File: src/rtl/bpsk_ook_modulator.sv
// bpsk_ook_modulator: byte-serial BPSK/OOK keying of a 9-bit DDS carrier.
// Bytes are accepted on a valid/ready handshake and sent MSB first, with each
// bit held for SPB carrier samples. The output is registered, so latency is 1 cycle.
// Note: rst is active-low even though it carries no _n suffix.
module bpsk_ook_modulator #(
    parameter int SPB = 16
) (
    input  logic              clk,
    input  logic              rst,
    input  logic signed [8:0] carrier,
    input  logic              mode,
    input  logic [7:0]        in_data,
    input  logic              in_valid,
    output logic              in_ready,
    output logic signed [8:0] mod_out,
    output logic              bit_strobe,
    output logic              busy
);

    localparam int             CW        = (SPB > 1) ? $clog2(SPB) : 1;
    localparam logic [CW-1:0]  SAMP_LAST = CW'(SPB - 1);

    typedef enum logic {IDLE = 1'b0, SEND = 1'b1} state_t;

    state_t            state, state_nxt;
    logic [7:0]        shreg;
    logic              mode_q;
    logic [CW-1:0]     samp_cnt;
    logic [2:0]        bit_cnt;
    logic              last;
    logic              accept;
    logic              cur_bit;
    logic signed [8:0] neg_carrier;
    logic signed [8:0] mod_nxt;

    // The final sample of bit 0 is the only SEND cycle that can take a new byte.
    // Taking it there gives back-to-back bytes with no gap sample.
    assign last     = (state == SEND) && (bit_cnt == 3'd0) && (samp_cnt == SAMP_LAST);
    assign in_ready = (state == IDLE) || last;
    assign accept   = in_valid && in_ready;
    assign busy     = (state == SEND);
    assign cur_bit  = shreg[7];

    // -(-256) does not fit in 9 bits, so it saturates to +255.
    assign neg_carrier = (carrier == -9'sd256) ? 9'sd255 : -carrier;

    // State register.
    always_ff @(posedge clk or negedge rst) begin
        if (!rst) state <= IDLE;
        else      state <= state_nxt;
    end

    // Next state: an accept always (re)enters SEND; the last sample without an accept drops to IDLE.
    always_comb begin
        state_nxt = state;
        if (accept)     state_nxt = SEND;
        else if (last)  state_nxt = IDLE;
    end

    // Byte shift register and the sample/bit counters.
    always_ff @(posedge clk or negedge rst) begin
        if (!rst) begin
            shreg    <= 8'h00;
            mode_q   <= 1'b0;
            samp_cnt <= '0;
            bit_cnt  <= 3'd0;
        end else if (accept) begin
            shreg    <= in_data;
            mode_q   <= mode;
            samp_cnt <= '0;
            bit_cnt  <= 3'd7;
        end else if (state == SEND) begin
            if (last) begin
                shreg    <= 8'h00;
                samp_cnt <= '0;
                bit_cnt  <= 3'd0;
            end else if (samp_cnt == SAMP_LAST) begin
                samp_cnt <= '0;
                shreg    <= {shreg[6:0], 1'b0};
                bit_cnt  <= bit_cnt - 3'd1;
            end else begin
                samp_cnt <= samp_cnt + 1'b1;
            end
        end
    end

    // Keying: a 1 passes the carrier; a 0 inverts it (BPSK) or blanks it (OOK).
    always_comb begin
        mod_nxt = 9'sd0;
        if (state == SEND) begin
            if (cur_bit)      mod_nxt = carrier;
            else if (!mode_q) mod_nxt = neg_carrier;
        end
    end

    // Registered outputs. The strobe marks the first sample of each bit.
    always_ff @(posedge clk or negedge rst) begin
        if (!rst) begin
            mod_out    <= 9'sd0;
            bit_strobe <= 1'b0;
        end else begin
            mod_out    <= mod_nxt;
            bit_strobe <= (state == SEND) && (samp_cnt == '0);
        end
    end

endmodule

File: config.mk
export PLATFORM = sky130hd
export DESIGN_NAME = bpsk_ook_modulator
export DESIGN_NICKNAME = d
export VERILOG_FILES = /design/src/rtl/bpsk_ook_modulator.sv
export SDC_FILE = /design/constraint.sdc
export NUM_CORES = 1
export LEC_CHECK = 0
export CELL_PAD_IN_SITES_DETAIL_PLACEMENT = 1
export CELL_PAD_IN_SITES_GLOBAL_PLACEMENT = 1
export CORE_AREA = 2 2 98 72
export CTS_CLUSTER_SIZE = 14
export DETAILED_ROUTE_END_ITERATION = 12
export DIE_AREA = 0 0 100 74
export PLACE_DENSITY_LB_ADDON = 0.25
export SLEW_MARGIN = 20
export SYNTH_ARGS = -nofsm -noshare
export SYNTH_HDL_FRONTEND = slang
export SYNTH_SLANG_ARGS = --single-unit
File: constraint.sdc
create_clock -name clk -period 2 [get_ports clk]
set_input_delay 0.4 -clock clk [delete_from_list [all_inputs] [get_ports clk]]
set_output_delay 0.4 -clock clk [all_outputs]
set_load 0.05 [all_outputs]
==> qor.csv <==
metric,value,unit
finalClockSkew,3.845,ps
antenna_cells,0,
portBuffers,32,
reg2reg_depth,6,
cts_max_path_buffers,2,
nets,248,
max_slew.worst_pin.slew,706.8,ps
ir_drop,0.4073,mV
cts_sinks,27,
cp-startpoint,samp_cnt[0],
slew_viol_final,0,
synth_warnings,0,
tns,0,ps
grt_busiest_layer,met2,
cts_made_buffers,3,
path_clk_slew,100,ps
cts-root-buf,clkbuf_8,
required,1600,ps
die-area,7400,um2
num_io_pins,33,
cp_slowest_cell,dfrtp_1,
cts_tree,yes,
grt_pass1_vias,1576,
post-route-period-util,0.9436,
synth-edff-count,0,
yosysTopAreaCell,dfrtp_1,
syn_area,1567,um2
finalHoldViolations,0,
finalCriticalPeriod,1887,ps
power_leakage,0.9659,nW
dr.pass1.iters,4,
critPathMaxStageDelay,450,ps
stdcell_area,2223,um2
regToRegStartpoint,samp_cnt[0],
hpwl,3346,um
synth_nets,195,
std_cell_rows,25,
path_max_fanout,6,
clock.fmax,529.9,MHz
area_growth,41.93,%
core,6506,um2
grt_max_degree,28,
grt_first_pass_wirelength,7810,um
synth.yosys.seq_area_share,0.4313,
cap_violations,0,
htreeDepth,1,
final_antenna_net_count,0,
use_met1,0.1898,
start_util,0.2408,
power,0.002616,W
wl_per_cell,15.11,um
async_flop_share,1.000,
antenna_found_initial,0,
synth_ff_type,dfrtp_1,
status,finished clean,
synth_commonest_cells,"dfrtp_1, o21ai_0, inv_1",
die_y,74,um
worstPathArrival,1490,ps
hold_path_class,in2async,
met3_usage,0.02820,
routed_wirelength,4562,um
grt_usage,0.1321,
vias,1505,
setup_viol_count_final,0,
r2r_slack,330,ps
gp_congestion,0.8051,
yosys.area.top_type_share,0.4313,
drive_gt1_frac,0.1855,
syn_inst,169,
synth_area_leaders,"dfrtp_1, mux2i_1, a211oi_1",
r2r_end,mode_q,
path_class,reg2out,
synth.distinct_cells,37,
fillerInstances,739,
drt_iter0_drc,46,
cp-endpoint,in_ready,
synth_most_common_cell,dfrtp_1,
worstPathCellList,ha_1 > nand3_2 > o21ai_4 > buf_12,
power_density,1177,nW/um2
worst_setup_path_start_kind,flip-flop,
overflow,0,
ys_ff_latch,27,
relSlewSlack,0.5256,
post-route-drc-count,0,
worst_setup_path_end_kind,output port,
dpl_cell_area,2150,um2
die_w,100,um
postSynthAreaPerCell,9.269,um2
clk-insertion-delay-late,270,ps
via_per_inst,4.983,
use_met2,0.2117,
rsz0062_at_grt,no,
state kept, by name, summed over array words and instances, names as in the netlist:
signal,cells
mod_out,9
shreg,8
samp_cnt,4
bit_cnt,3
bit_strobe,1
busy,1
mode_q,1
cells by family after synthesis:
kind of cell             Yosys count  share of synthesized area
flip-flops                        27                     0.4313
multiplexers                      10                    0.06470
buffers and inverters             22                    0.05351
AND/OR/NAND/NOR                   44                     0.1614
adder cells (fa/ha/maj)            5                    0.03994
AO/OA/AOI/OAI                     61                     0.2492
per-layer routing:
metal  wire, um  vias to the layer above  share of wire
met2       2069                       18           0.45
li1           -                      732              -
met1       2341                      753           0.51
met3        126                        2          0.028
met5          0                        -              0
met4         25                        0         0.0055
worst max-delay path: cells and delay by family (launching register included):
| family | cells | cell delay (ps) |
|---|---|---|
| AOI/OAI and AO/OA | 1 | 190 |
| buffers and inverters | 1 | 160 |
| and+or+nand+nor | 1 | 140 |
| adders and majority gates | 1 | 270 |
| DFF | 1 | 450 |
how the worst min path moves through the flow:
| stage | slack [ps] | startpoint | to | cells after the start |
|---|---|---|---|---|
| CTS | 510 | rst | samp_cnt[3] | 2 |
| global placement | 520 | mode_q | mode_q | 1 |
| global route | 500 | carrier[1] | mod_out[1] | 4 |
| finish | 500 | rst | bit_strobe | 2 |
| detailed placement | 520 | mode_q | mode_q | 1 |
| floorplan | 100 | rst | bit_cnt[0] | 0 |
placed cells by master, fill, tap and decap left out, types with 3 or more instances in the layout:
cell type / netlist / layout
mux2i_1: 9 / 9
inv_2: 0 / 3
clkbuf_8: 0 / 3
a31oi_1: 4 / 4
dfrtp_1: 27 / 27
ha_1: 5 / 4
o21ai_0: 14 / 14
o22ai_1: 9 / 9
nor2_1: 11 / 10
nor3b_1: 4 / 4
o21a_1: 3 / 3
nand2_1: 7 / 7
clkdlybuf4s50_1: 0 / 28
a211oi_1: 10 / 10
and3_1: 8 / 8
buf_4: 0 / 25
a21oi_1: 11 / 11
inv_1: 12 / 10
metrics by stage:
| step | worst slack (ps) | std cells | hold slack [ps] | utilization |
|---|---|---|---|---|
| CTS | 9.792 | 301 | 514.0 | 0.3398 |
| finish | 112.7 | 302 | 496.8 | 0.3417 |
| detailed placement | -391.7 | 295 | 517.3 | 0.3304 |
| global route | 0.1963 | 302 | 503.4 | 0.3417 |
| global placement | -315.4 | 295 | 518.9 | 0.3304 |
| floorplan | 72.39 | 169 | 104.4 | - |
cell type report:
type                       count  area (um2)  area share
multi-input combinational    120       823.3      0.3703
tap                           81       101.3     0.04558
timing repair buffer          57       529.3      0.2380
sequential                    27       675.6      0.3039
clock buffer                   4       45.04     0.02026
inverter                      13       48.80     0.02195
power by group:
part | leakage, nW | internal [W] | switching (W)
registers | 0.309 | 0.000780 | 0.000191
logic | 0.634 | 0.000563 | 0.000760
clock network | 0.0228 | 0.000143 | 0.000180
timing repair:
action,in CTS,in global routing
setup buffers,2,1
hold buffers,0,0
cloned,0,0
pin swaps,3,2
endpoints found under the setup margin,7,6
gates resized for setup,4,3
Note: power is estimated with default switching activity, not from simulation.
